### config.mk
export PLATFORM = sky130hd
export DESIGN_NAME = n_bit_serial_subtractor
export DESIGN_NICKNAME = d
export VERILOG_FILES = /design/src/rtl/subtractor_pkg.sv /design/src/rtl/one_bit_full_subtractor.sv /design/src/rtl/n_bit_serial_subtractor.sv
export SDC_FILE = /design/constraint.sdc
export NUM_CORES = 1
export LEC_CHECK = 0
export BUFFER_PORTS_ARGS = -buffer_cell sky130_fd_sc_hd__buf_2
export CAP_MARGIN = 15
export CELL_PAD_IN_SITES_DETAIL_PLACEMENT = 2
export CELL_PAD_IN_SITES_GLOBAL_PLACEMENT = 2
export CORE_UTILIZATION = 35
export DETAILED_ROUTE_END_ITERATION = 6
export PLACE_DENSITY_LB_ADDON = 0.1
export SYNTH_ARGS = -nofsm -noshare
export SYNTH_HDL_FRONTEND = slang
export SYNTH_HIERARCHICAL = 1
export SYNTH_SLANG_ARGS = --single-unit
### constraint.sdc
create_clock -name clk -period 2.1 [get_ports clk]
set_clock_uncertainty 0.1 [all_clocks]
set_input_delay 0.21 -clock clk [delete_from_list [all_inputs] [get_ports clk]]
set_output_delay 0.21 -clock clk [all_outputs]
set_load 0.01 [all_outputs]
### src/rtl/subtractor_pkg.sv
// Shared types and constants for the bit-serial subtractor and its flag consumers.
package subtractor_pkg;

    // Controller states: wait for a request, process one bit per cycle, announce completion.
    typedef enum logic [1:0] {
        IDLE  = 2'd0,
        SHIFT = 2'd1,
        DONE  = 2'd2
    } state_t;

    // Bit positions inside the 4-bit {N, V, C, Z} flag vector used across the ALU.
    localparam int FLAG_Z = 0;
    localparam int FLAG_C = 1;
    localparam int FLAG_V = 2;
    localparam int FLAG_N = 3;
    localparam int FLAG_W = 4;

    // Assemble a flag vector from named condition bits so callers never hard-code positions.
    function automatic logic [FLAG_W-1:0] pack_flags(
        input logic z,
        input logic c,
        input logic v,
        input logic n
    );
        logic [FLAG_W-1:0] f;
        f         = '0;
        f[FLAG_Z] = z;
        f[FLAG_C] = c;
        f[FLAG_V] = v;
        f[FLAG_N] = n;
        return f;
    endfunction

endpackage

### src/rtl/one_bit_full_subtractor.sv
// Single full-subtractor cell: d = a - b - bin, with borrow out.
module one_bit_full_subtractor (
    input  logic a,
    input  logic b,
    input  logic bin,
    output logic d,
    output logic bout
);

    // Difference is the parity of the three inputs.
    assign d    = a ^ b ^ bin;
    // Borrow out when b exceeds a, or when they are equal and a borrow is already pending.
    assign bout = (~a & b) | (~(a ^ b) & bin);

endmodule

### src/rtl/n_bit_serial_subtractor.sv
// Bit-serial N-bit subtractor: computes a - b LSB first through one shared
// full-subtractor cell, with a start/busy/done handshake and ALU-style flags.
module n_bit_serial_subtractor
    import subtractor_pkg::*;
#(
    parameter int N = 4
) (
    input  logic              clk,
    input  logic              rst,
    input  logic              start,
    input  logic [N-1:0]      a,
    input  logic [N-1:0]      b,
    output logic              busy,
    output logic              done,
    output logic [N-1:0]      result,
    output logic [FLAG_W-1:0] flags
);

    localparam int            CW       = $clog2(N) + 1;
    localparam logic [CW-1:0] LAST_BIT = CW'(N - 1);

    state_t            state;
    logic [N-1:0]      a_sh;
    logic [N-1:0]      b_sh;
    logic [N-1:0]      diff;
    logic              borrow;
    logic [CW-1:0]     cnt;
    // MSBs of the captured operands; the shift registers lose them before V is computed.
    logic              a_msb;
    logic              b_msb;

    logic              d_bit;
    logic              bout;
    logic [N-1:0]      diff_next;
    logic [FLAG_W-1:0] flags_next;

    one_bit_full_subtractor u_cell (
        .a    (a_sh[0]),
        .b    (b_sh[0]),
        .bin  (borrow),
        .d    (d_bit),
        .bout (bout)
    );

    // Completed difference and flags as they will look after the current SHIFT edge.
    always_comb begin
        diff_next  = {d_bit, diff[N-1:1]};
        flags_next = pack_flags(
            (diff_next == '0),
            bout,
            (a_msb ^ b_msb) & (a_msb ^ d_bit),
            d_bit
        );
    end

    // Controller FSM with datapath registers and registered handshake/result outputs.
    // NOTE: every register here uses <= so all of them see pre-edge values of each other;
    // the cell outputs and diff_next are therefore the values for the bit being consumed.
    always_ff @(posedge clk or posedge rst) begin
        // NOTE: all state, including the datapath, is reset so an aborted operation
        // leaves nothing behind that could leak into the next one.
        if (rst) begin
            state  <= IDLE;
            a_sh   <= '0;
            b_sh   <= '0;
            diff   <= '0;
            borrow <= 1'b0;
            cnt    <= '0;
            a_msb  <= 1'b0;
            b_msb  <= 1'b0;
            busy   <= 1'b0;
            done   <= 1'b0;
            result <= '0;
            flags  <= '0;
        end else begin
            unique case (state)
                IDLE: begin
                    done <= 1'b0;
                    if (start) begin
                        a_sh   <= a;
                        b_sh   <= b;
                        a_msb  <= a[N-1];
                        b_msb  <= b[N-1];
                        borrow <= 1'b0;
                        cnt    <= '0;
                        busy   <= 1'b1;
                        state  <= SHIFT;
                    end
                end
                SHIFT: begin
                    diff   <= diff_next;
                    a_sh   <= {1'b0, a_sh[N-1:1]};
                    b_sh   <= {1'b0, b_sh[N-1:1]};
                    borrow <= bout;
                    cnt    <= cnt + 1'b1;
                    if (cnt == LAST_BIT) begin
                        result <= diff_next;
                        flags  <= flags_next;
                        busy   <= 1'b0;
                        done   <= 1'b1;
                        state  <= DONE;
                    end
                end
                DONE: begin
                    done  <= 1'b0;
                    state <= IDLE;
                end
                default: begin
                    busy  <= 1'b0;
                    done  <= 1'b0;
                    state <= IDLE;
                end
            endcase
        end
    end

endmodule

After elaboration in Yosys (flattened, before gate mapping)
Cells that the tools add are included.
{"block": "classes", "eq_ne": 5, "bitwise": 11, "addsub": 1, "muxes": 16, "n_reduce_logical": 8}
{"op": "one-hot mux 4 bit (2 select lines)", "count": 2}
{"op": "2-to-1 mux 4 bit", "count": 2}
{"op": "AND reduction 2 bit", "count": 4}
{"op": "one-hot mux 3 bit (2 select lines)", "count": 1}
{"op": "2-to-1 mux 1 bit", "count": 5}
{"op": "zero test 4 bit", "count": 1}
{"op": "2-to-1 mux 2 bit", "count": 2}
{"op": "!= test 2 bit, second input constant", "count": 2}
{"op": "one-hot mux 2 bit (2 select lines)", "count": 1}
{"op": "XOR 1 bit", "count": 4}
{"op": "adder 3 x 1 -> 3 bit, second input constant", "count": 1}
{"op": "AND 1 bit", "count": 3}
{"op": "== test 3 x 2 -> 1 bit, second input constant", "count": 1}
{"op": "2-to-1 mux 3 bit", "count": 1}
{"op": "NOT 1 bit", "count": 3}
{"op": "one-hot mux 1 bit (3 select lines)", "count": 1}
{"op": "AND reduction 3 bit", "count": 1}
{"op": "== test 2 x 1 -> 1 bit, second input constant", "count": 1}
{"op": "== test 2 bit, second input constant", "count": 1}
{"op": "zero test 2 bit", "count": 1}
{"op": "one-hot mux 1 bit (2 select lines)", "count": 1}
{"op": "nonzero test 2 bit", "count": 1}
{"op": "OR 1 bit", "count": 1}
{"block": "totals", "output_inout_bits": 10, "reg_bits": 30, "inputBits": 11}

Longest topological paths before layout
Gate-level depths: netlist (run 1).
{"block": "logic_depth", "ltp_word": 5, "depth_mapped": 5, "ltp_nobuf": 5}

Hierarchy
The synthesis (run 1) kept the hierarchy.
{"module": "n_bit_serial_subtractor", "area_per_inst_um2": 1262.5, "cells_per_inst": 113, "n_inst": 1, "seq_area_each_um2": 700.7}
{"module": "one_bit_full_subtractor", "area_per_inst_um2": 31.3, "cells_per_inst": 4, "n_inst": 1, "seq_area_each_um2": 0.0}

Worst setup path after synthesis (run 1)
No wires, ideal clock.
{"block": "synth_path", "kind": "register to register", "from": "reg a_sh[0]", "to": "reg flags[0]", "path_buffers": 0, "synth_period_minus_slack_ns": 1.717, "setup_slack_ns": 0.383, "required_ns": 1.917, "arrival_ns": 1.534, "stages_incl_launch_ff": 4, "cell_sequence": "dfrtp_1 -> fa_1 -> or4_1 -> o21ai_0"}
{"block": "synth_between", "elab_chain_cells": 3}
{"item": "from (decl)", "line": "n_bit_serial_subtractor.sv:23", "source": "logic [N-1:0] a_sh;"}
{"item": "from (signal assigned)", "line": "n_bit_serial_subtractor.sv:92", "source": "a_sh <= {1'b0, a_sh[N-1:1]};"}
{"item": "XOR 1 bit (2 in a row)", "line": "one_bit_full_subtractor.sv:11", "source": "assign d = a ^ b ^ bin;"}
{"item": "named net d_bit", "line": "n_bit_serial_subtractor.sv:32", "source": "logic d_bit;"}
{"item": "zero test 4 bit", "line": "n_bit_serial_subtractor.sv:49", "source": "(diff_next == '0),"}
{"item": "to (signal assigned)", "line": "n_bit_serial_subtractor.sv:98", "source": "flags <= flags_next;"}
{"item": "to (decl)", "line": "n_bit_serial_subtractor.sv:16", "source": "output logic [FLAG_W-1:0] flags"}
The timed path passes the listed nets, and every way through them passes these cells.
A chain may end at the register's enable or synchronous reset.

Worst setup path after layout (run 1)
Same ends and word-level chain as after synthesis.

==> summary.md, run 1 <==
| Metric | Value |
|---|---|
| Status | complete, no violations |
| Reg2reg path depth | 3 |
| Top library cells by usage in the layout, fill and taps aside | dfrtp_1 (28), buf_2 (20), nand2_1 (16), a21oi_1 (10), o21ai_0 (9) |
| GRT Total Usage | between 15 and 20% |
| Vias in the first global route | a little under 1000 |
| Mean instance size in the synthesized netlist | about 11 um2 |
| Area added between synthesis and finish | 18.3% |
| Area enclosed by the die boundary | 3940 um2 |
| Setup CP Type | register to register |
| Area share of xor/xnor cells in the synthesized design | 0% |
| Setup TNS | 0 ns |
| Number of instances in the synthesized netlist | roughly 120 |
| Post-route minimum period | between 1.5 and 2 ns |
| CP Data Required Time | ~2.2 ns |
| Worst r2r dst | flags[0]$_DFFE_PP0P_ |
| Cell family with most CP delay | adder cells |
| Worst slew margin relative to its limit | between 60% and 70% |
| Number of antenna violations at the first check in global routing | 0 |
| Critical path, cell by cell | fa_1 -> or4_1 -> o21ai_0 |
| Classification of the worst-slack hold path | input pin to register |
| Core occupancy in the finished layout | approximately 44% |
| Number of setup violations in the final report | 0 |
| Setup repair after global routing missed its margin | no |
| Final antenna-violating net count | 0 |
| Maximum buffer depth of the clock tree | 2 |
| Total Routed Length | between 2000 and 3000 um |
| Maximum VDD drop | about 0.53 mV |
| WL per Instance | about 15 um |
| Share of cells above drive strength 1 | around 33% |
| Capturing instance or port of the critical path | flags[0]$_DFFE_PP0P_ |
| Most common cell after layout, fill and taps aside | dfrtp_1 |
| Clock-pin slew of the registers on the worst-case setup and hold paths | approximately 0.10 ns |
| Row count | 21 |
| Inserted Clock Buffers | 3 |
| Combinational family with the most area after synthesis | simple AND/OR/NAND/NOR gates |
| Die boundary width | around 63 um |
| Category of the worst setup path capture point | register |
| Synthesized-area fraction occupied by and/or/nand/nor cells | around 17% |
| Global-route wire length before repair | 5060 um |
| ANT cells | 0 |
| Total grt overflow | 0 |
| Launching element type of the critical path | register |
| Number of distinct standard cells referenced by the synthesized netlist | 26 |
| Power density over the cells | about 1500 nW/um2 |
| Pleak | roughly 0.00077 uW |
| Detailed Place HPWL | slightly above 2000 um |
| Sequential cell area fraction in the yosys report | a little over half |
| Number of sinks on the clock net | 28 |
| Minimum setup slack among reg-to-reg paths | roughly 0.27 ns |
| Pin count of the biggest net entering global routing | 29 |
| Hold Vio Cnt, Final | 0 |
| Number of ports placed on the die boundary | 21 |
| Hold-fix buffers, CTS | 1 |
| Latest clock arrival within the worst-skew pair | ~0.28 ns |
| Count of state elements after synthesis | 28 |
| Slowest stage cell on the critical path | fa_1 |
| Vias/cell | just under 5 |
| Hold slack | 0.0830 ns |
| Slew Viols, Final | 0 |
| Post-Synth Adder-Cell Area | approximately 3.5% |
| Critical path data arrival time | around 1.9 ns |
| Detailed Routing Iterations Pass 1 | 2 |
| Fraction of the mapped netlist area in compound gates | between 10 and 15% |
| Reg2Reg Launch Point | a_sh[0]$_DFFE_PP0P_ |
| Core region area | between 3000 and 4000 um2 |
| Number of fill cells in the layout | slightly below 400 |
| Final period util | 87.2% |
| Routed via count | slightly above 900 |
| Drc violations | 0 |
| Die boundary height | approximately 63 um |
| Buffers inserted by post-CTS timing repair | 0 |
| Layout net count | approximately 160 |
| CTS tree | yes |
| Initial cell density of the core | a little under two fifths |
| Slowest cell delay on critical path | about 0.57 ns |
| Peak clock frequency supported by timing | between 500 and 600 MHz |
| Number of gates given a new drive strength after cts | 0 |
| H-tree depth | 1 |
| Number of buffers inserted by port buffering | 20 |
| Syn Std Cell Area | 1290 um2 |
| Final RePlAce weighted congestion | between 0.6 and 0.7 |
| Slew @ Worst Pin | 0.534 ns |
| Number of max-capacitance violations reported | 0 |
| Number of cells on the critical path | 3 |
| Synth Net Count | about 130 |
| Violation count after the first detailed-routing iteration | 14 |
| Buf+Inv Stages, Crit Path | 0 |
| Worst-path fanout max | 5 |
| Clock Root Buffer | clkbuf_8 |
| Yosys warnings | 6 |
| Crit. Startpoint | a_sh[0]$_DFFE_PP0P_ |
| Proportion of synthesized area in mux cells | around 6.7% |
==> cells by family (layout without fill, tap and decap cells) <==
family,Yosys count,after routing
buffers and inverters,11,35
muxes,7,7
and+or+nand+nor,36,36
DFF,28,28
AOI/OAI and AO/OA,32,32
adders and majority gates,3,3
==> worst min-delay path by stage <==
stage | cells after the start | from | endpoint | slack (ns)
after detailed placement | 3 | rst | done$_DFFE_PP0P_ | 0.20
final | 2 | a[3] | a_msb$_DFFE_PP0P_ | 0.08
after CTS | 2 | a[3] | a_msb$_DFFE_PP0P_ | 0.07
after floorplan | 1 | rst | a_msb$_DFFE_PP0P_ | 0.18
after global placement | 3 | rst | done$_DFFE_PP0P_ | 0.19
after global routing | 2 | a[3] | a_msb$_DFFE_PP0P_ | 0.07
==> cell usage after synthesis <==
cell type / count / area share (%)
or4_1: 1 / 0.58
buf_6: 1 / 0.87
buf_2: 2 / 0.77
and2b_2: 8 / 5.4
mux2_2: 5 / 4.4
buf_4: 1 / 0.58
nor2b_4: 1 / 1.1
o21ai_0: 9 / 3.5
and2b_4: 1 / 0.77
o21ai_1: 4 / 1.5
nand2b_1: 1 / 0.48
a22oi_1: 6 / 3.5
dfrtp_1: 28 / 54
o21bai_1: 1 / 0.58
and3b_1: 1 / 0.68
nand3b_4: 1 / 1.5
ha_1: 2 / 1.9
nor2b_1: 1 / 0.48
clkbuf_1: 1 / 0.29
inv_1: 6 / 1.7
nor2_1: 5 / 1.5
nand2_1: 16 / 4.6
a22o_1: 2 / 1.4
a21oi_1: 10 / 3.9
mux2_4: 2 / 2.3
fa_1: 1 / 1.5
==> through the flow <==
step	setup slack [ns]	power (uW)	std cells	instance area (um2)
CTS	0.243	2330	187	1530
finish	0.268	2290	187	1530
global placement	0.334	1830	182	1450
floorplan	0.383	1580	117	1290
detailed placement	0.272	1880	182	1450
global route	0.166	2480	187	1530
==> flip-flops by register name, indices dropped and copies added, names as in the netlist <==
name and cells:
a_sh 4, b_sh 4, flags 4, cnt 3
diff 3, result 3, state 2, a_msb 1
b_msb 1, borrow 1, busy 1, done 1
==> power by group <==
part | internal, uW | switching [uW] | total [uW]
Clock | 256 | 174 | 430
Sequential | 770 | 179 | 949
Combinational | 432 | 479 | 911
Total | 1460 | 832 | 2290
==> area by class of cell <==
class / instances / area (um2) / share of cell area [%]
clock buffers: 3 / 41.3 / 2.70
clock inverters: 1 / 30.0 / 1.96
inverters: 6 / 22.5 / 1.47
multi-input cells: 78 / 538 / 35.2
flip-flops and latches: 28 / 701 / 45.8
well taps: 46 / 57.6 / 3.76
repair buffers: 25 / 140 / 9.16
==> worst reg2reg max path, stage by stage (launching register included) <==
cell and delay [ns]:
dfrtp_1 0.42, fa_1 0.57, or4_1 0.53, o21ai_0 0.14
==> routing by layer <==
| metal | share of wire, % | global-route usage, % |
|---|---|---|
| met1 | 49 | 22.2 |
| met4 | 1.6 | 6.98 |
| met2 | 48 | 27.3 |
| met3 | 2.0 | 2.74 |
| met5 | 0 | 0 |
(Power assumes the default switching activity.)
==> inputs of run 2 (changes only) <==
- GPL_TIMING_DRIVEN: not set -> 0
==> summary.md, run 2 (same netlist as run 1, synthesis figures left out) <==
| Metric | Value |
|---|---|
| Inserted Clock Buffers | 3 |
| Critical path data arrival time | between 1.5 and 2 ns |
| Vias/cell | 4.99 |
| Number of gates given a new drive strength after cts | 0 |
| Power density over the cells | ~1500 nW/um2 |
| Number of fill cells in the layout | ~370 |
| Die boundary width | approximately 63 um |
| Area enclosed by the die boundary | just under 4000 um2 |
| Post-route minimum period | approximately 1.9 ns |
| Maximum VDD drop | ~0.44 mV |
| Classification of the worst-slack hold path | input pin to register |
| Peak clock frequency supported by timing | about 530 MHz |
| ANT cells | 0 |
| Pleak | just under 0.0008 uW |
| Worst slew margin relative to its limit | approximately two thirds |
| Final period util | between 80% and 90% |
| Pin count of the biggest net entering global routing | 29 |
| Final instance count without filler cells | about 190 |
| Buffers inserted by post-CTS timing repair | 0 |
| Clock Root Buffer | clkbuf_8 |
| Global-route wire length before repair | 4970 um |
| Drc violations | 0 |
| Number of ports placed on the die boundary | 21 |
| Most common cell after layout, fill and taps aside | dfrtp_1 |
| Core region area | between 3000 and 4000 um2 |
| Detailed Place HPWL | 2020 um |
| Number of buffers inserted by port buffering | 20 |
| H-tree depth | 1 |
| Vias in the first global route | about 1100 |
| Latest clock arrival within the worst-skew pair | about 0.27 ns |
| Setup TNS | 0 ns |
| Number of sinks on the clock net | 28 |
| Number of setup violations in the final report | 0 |
| GRT Total Usage | approximately 16% |
| Maximum buffer depth of the clock tree | 2 |
| Final RePlAce weighted congestion | roughly 0.7 |
| Regs by FF count | a_sh (4), b_sh (4), flags (4) |
| Area added between synthesis and finish | 20.6% |
| Top library cells by usage in the layout, fill and taps aside | dfrtp_1 (28), buf_2 (22), nand2_1 (16), a21oi_1 (10), o21ai_0 (9) |
| Final antenna-violating net count | 0 |
| Slew Viols, Final | 0 |
| Reg2reg path depth | 4 |
| Worst r2r dst | flags[0]$_DFFE_PP0P_ |
| Violation count after the first detailed-routing iteration | 30 |
| Row count | 21 |
| Launching element type of the critical path | register |
| Clock-pin slew of the registers on the worst-case setup and hold paths | roughly 0.090 ns |
| Detailed Routing Iterations Pass 1 | 4 |
| WL per Instance | 14.9 um |
| Slew @ Worst Pin | ~0.49 ns |
| Number of antenna violations at the first check in global routing | 0 |
| Crit. Startpoint | b_sh[0]$_DFFE_PP0P_ |
| Worst-path fanout max | 5 |
| CTS tree | yes |
| Initial cell density of the core | about 38% |
| Total instance count after detailed placement | around 180 |
| Reg2Reg Launch Point | b_sh[0]$_DFFE_PP0P_ |
| Total Routed Length | 2810 um |
| Setup CP Type | register to register |
| Minimum setup slack among reg-to-reg paths | around 0.23 ns |
| Routed via count | 943 |
| Share of cells above drive strength 1 | about a third |
| Category of the worst setup path capture point | register |
| Setup repair after global routing missed its margin | no |
| Hold Vio Cnt, Final | 0 |
| Status | complete, no violations |
| Die boundary height | around 63 um |
| Hold-fix buffers, CTS | 0 |
| Number of max-capacitance violations reported | 0 |
| Layout net count | 158 |
| CP Data Required Time | around 2.2 ns |
| Capturing instance or port of the critical path | flags[0]$_DFFE_PP0P_ |
| Total grt overflow | 0 |
-- run 2: cell count changes in the layout (fill, tap and decap cells not counted) --
cell / delta
buf_2: +2
buf_6: +1
buf_16: +1
buf_4: -3
clkbuf_1: +1
-- run 2: critical path, cell delays in order (launching register included) --
cell,delay [ns]
dfrtp_1,0.38
inv_1,0.08
fa_1,0.54
or4_1,0.53
o21ai_0,0.16
-- run 2: layer usage --
layer	share of wire, %	GRT usage (%)
met5	0	0
met1	47	20.9
met2	50	27.9
met3	2.1	2.19
met4	1.5	6.10
-- run 2: worst min path at each step --
| stage | from | endpoint | slack (ns) | cells past startpoint |
|---|---|---|---|---|
| 2_1_floorplan | rst | a_msb$_DFFE_PP0P_ | 0.18 | 1 |
| 3_3_place_gp | flags[0]$_DFFE_PP0P_ | flags[0]$_DFFE_PP0P_ | 0.36 | 2 |
| 3_5_place_dp | a[3] | a_msb$_DFFE_PP0P_ | 0.37 | 2 |
| 4_1_cts | a[3] | a_msb$_DFFE_PP0P_ | 0.07 | 2 |
| 5_1_grt | a[3] | a_msb$_DFFE_PP0P_ | 0.07 | 2 |
| 6_report | a[3] | a_msb$_DFFE_PP0P_ | 0.08 | 2 |
-- run 2: power by group --
part | internal [uW] | leakage [uW] | total, uW | switching, uW
sequential | 771 | 0.000355 | 940 | 169
combinational | 442 | 0.000391 | 933 | 490
clock | 255 | 0.0000357 | 423 | 168
-- run 2: final cells by class --
| type | count | area (um2) | share of cell area, % |
|---|---|---|---|
| tap | 46 | 57.6 | 3.69 |
| buffer | 5 | 32.5 | 2.08 |
| timing repair buffer | 22 | 138 | 8.82 |
| multi-input combinational | 78 | 538 | 34.5 |
| clock inverter | 1 | 30.0 | 1.92 |
| sequential | 28 | 701 | 44.9 |
| clock buffer | 3 | 41.3 | 2.65 |
| inverter | 6 | 22.5 | 1.44 |
-- run 2: stage by stage --
stage | utilization (%) | power, uW | cell area, um2 | setup slack, ns | hold slack (ns)
after global routing | 45.3 | 2490 | 1560 | 0.0831 | 0.0710
final | 45.3 | 2300 | 1560 | 0.230 | 0.0790
after detailed placement | 42.2 | 1910 | 1450 | 0.205 | 0.365
after CTS | 44.2 | 2340 | 1520 | 0.186 | 0.0682
after floorplan | - | 1580 | 1290 | 0.383 | 0.175
after global placement | 42.2 | 1830 | 1450 | 0.279 | 0.357
==> inputs of run 3 (changes only) <==
- BUFFER_PORTS_ARGS: -buffer_cell sky130_fd_sc_hd__buf_2 -> -buffer_cell sky130_fd_sc_hd__clkbuf_2
- PLACE_DENSITY: not set -> 0.76
- PLACE_DENSITY_LB_ADDON: 0.1 -> not set
==> summary.md, run 3 (same netlist as run 1, synthesis figures left out) <==
| Metric | Value |
|---|---|
| Status | complete, no violations |
| Number of antenna violations at the first check in global routing | 0 |
| Number of sinks on the clock net | 28 |
| Final antenna-violating net count | 0 |
| Detailed Routing Iterations Pass 1 | 4 |
| Clock-pin slew of the registers on the worst-case setup and hold paths | ~0.10 ns |
| Number of ports placed on the die boundary | 21 |
| Pin count of the biggest net entering global routing | 29 |
| Hold Vio Cnt, Final | 0 |
| Power density over the cells | around 1500 nW/um2 |
| Number of setup violations in the final report | 0 |
| Share of total power in the clock network | between 10% and 20% |
| Pleak | between 0.0007 and 0.0008 uW |
| Buffers inserted by post-CTS timing repair | 0 |
| Slew Viols, Final | 0 |
| Total grt overflow | 0 |
| Number of buffers inserted by port buffering | 20 |
| Setup TNS | 0 ns |
| CP Data Required Time | 2.21 ns |
| Die boundary width | between 60 and 70 um |
| WL per Instance | between 15 and 20 um |
| Slowest stage cell on the critical path | fa_1 |
| Switching pwr | between 800 and 900 uW |
| Global-route wire length before repair | around 5300 um |
| Category of the worst setup path capture point | register |
| Reg2reg path depth | 4 |
| Total cell area at the placement stage | ~1500 um2 |
| GRT Total Usage | between 10% and 20% |
| Proportion of total power due to net switching | about two fifths |
| Hold-fix buffers, CTS | 0 |
| Regs by FF count | a_sh (4), b_sh (4), flags (4) |
| Share of cells above drive strength 1 | around a third |
| Maximum buffer depth of the clock tree | 2 |
| Worst slew margin relative to its limit | between 70% and 80% |
| CTS tree | yes |
| Core region area | around 3400 um2 |
| Final instance count without filler cells | between 150 and 200 |
| Total Routed Length | roughly 3300 um |
| Vias in the first global route | between 1000 and 1500 |
| Latest clock arrival within the worst-skew pair | 0.29 ns |
| Critical path data arrival time | just under 2 ns |
| Internal power consumption | about 1400 uW |
| Number of instances on the worst hold path | 2 |
| Peak clock frequency supported by timing | between 500 and 600 MHz |
| Area added between synthesis and finish | 19.3% |
| Routed via count | around 960 |
| Inserted Clock Buffers | 3 |
| Setup repair after global routing missed its margin | no |
| Final period util | a little under 90% |
| Layout net count | roughly 160 |
| Slew @ Worst Pin | ~0.44 ns |
| Top library cells by usage in the layout, fill and taps aside | dfrtp_1 (28), clkbuf_2 (20), nand2_1 (16), a21oi_1 (10), o21ai_0 (9) |
| Slowest cell delay on critical path | around 0.54 ns |
| Classification of the worst-slack hold path | input pin to register |
| Number of max-capacitance violations reported | 0 |
| Detailed Place HPWL | 2230 um |
| Area enclosed by the die boundary | 3940 um2 |
| Critical path, cell by cell | inv_1 -> fa_1 -> or4_1 -> o21ai_0 |
| Row count | 21 |
| Launching element type of the critical path | register |
| Vias/cell | 5.10 |
| ANT cells | 0 |
| Total power | about 2300 uW |
| Initial cell density of the core | 37.6% |
| Most common cell after layout, fill and taps aside | dfrtp_1 |
| Sequential group share of total power | between 40% and 50% |
| Drc violations | 0 |
| Number of gates given a new drive strength after cts | 0 |
| Clock Root Buffer | clkbuf_8 |
| Setup CP Type | register to register |
| Post-route minimum period | about 1.9 ns |
| H-tree depth | 1 |
| Total instance count after detailed placement | 183 |
| Die boundary height | ~63 um |
| Maximum VDD drop | between 0.4 and 0.5 mV |
| Post-route cell area | about 1500 um2 |
| Violation count after the first detailed-routing iteration | 35 |
| Power share of the combinational group | a little over two fifths |
| Worst-path fanout max | 5 |
| Core occupancy in the finished layout | 44.9% |
| Final RePlAce weighted congestion | approximately 0.75 |
## run 3: path summary, 6_finish.rpt
check / slack (ns) / to / start
min in group asynchronous: 0.31 / b_sh[1]$_DFFE_PP0P_ / rst
min: 0.08 / b_msb$_DFFE_PP0P_ / b[3]
max reg2reg: 0.24 / flags[0]$_DFFE_PP0P_ / b_sh[0]$_DFFE_PP0P_
min reg2reg: 0.40 / flags[0]$_DFFE_PP0P_ / flags[0]$_DFFE_PP0P_
max in group asynchronous: 1.17 / flags[0]$_DFFE_PP0P_ / rst
max: 0.24 / flags[0]$_DFFE_PP0P_ / b_sh[0]$_DFFE_PP0P_
## run 3: critical path, delay by kind of cell (launching register included)
family / cells / cell delay, ns
compound gates: 1 / 0.15
fa+ha+maj: 1 / 0.54
buf+inv: 1 / 0.08
flops: 1 / 0.39
simple gates: 1 / 0.53
## run 3: routing by layer
metal | part of all wire [%] | global-route usage, % | vias to the layer above
met5 | 0 | 0 | -
met1 | 43 | 21.3 | 493
met2 | 53 | 31.7 | 17
met3 | 2.1 | 2.74 | 5
met4 | 2.3 | 10.5 | 0
li1 | - | - | 449
## run 3: through the flow
| stage | hold WS, ns | setup WS, ns |
|---|---|---|
| floorplan | 0.175 | 0.383 |
| global placement | 0.362 | 0.291 |
| detailed placement | 0.382 | 0.248 |
| CTS | 0.0712 | 0.224 |
| global route | 0.0783 | 0.111 |
| finish | 0.0821 | 0.236 |
## run 3: layout make-up
cell class | instances | area [um2]
plain buffers | 5 | 32.5
clock buffers | 4 | 55.1
fillers | 366 | 1900
inverters | 6 | 22.5
multi-input cells | 78 | 538
flip-flops and latches | 28 | 701
well taps | 46 | 57.6
repair buffers | 22 | 138
## run 3: power groups by stage
stage	clock, uW	sequential, uW	combinational (uW)
finish	347	954	957
global route	377	989	1070
CTS	364	954	961
detailed placement	0	961	940
global placement	0	939	882
floorplan	0	946	635
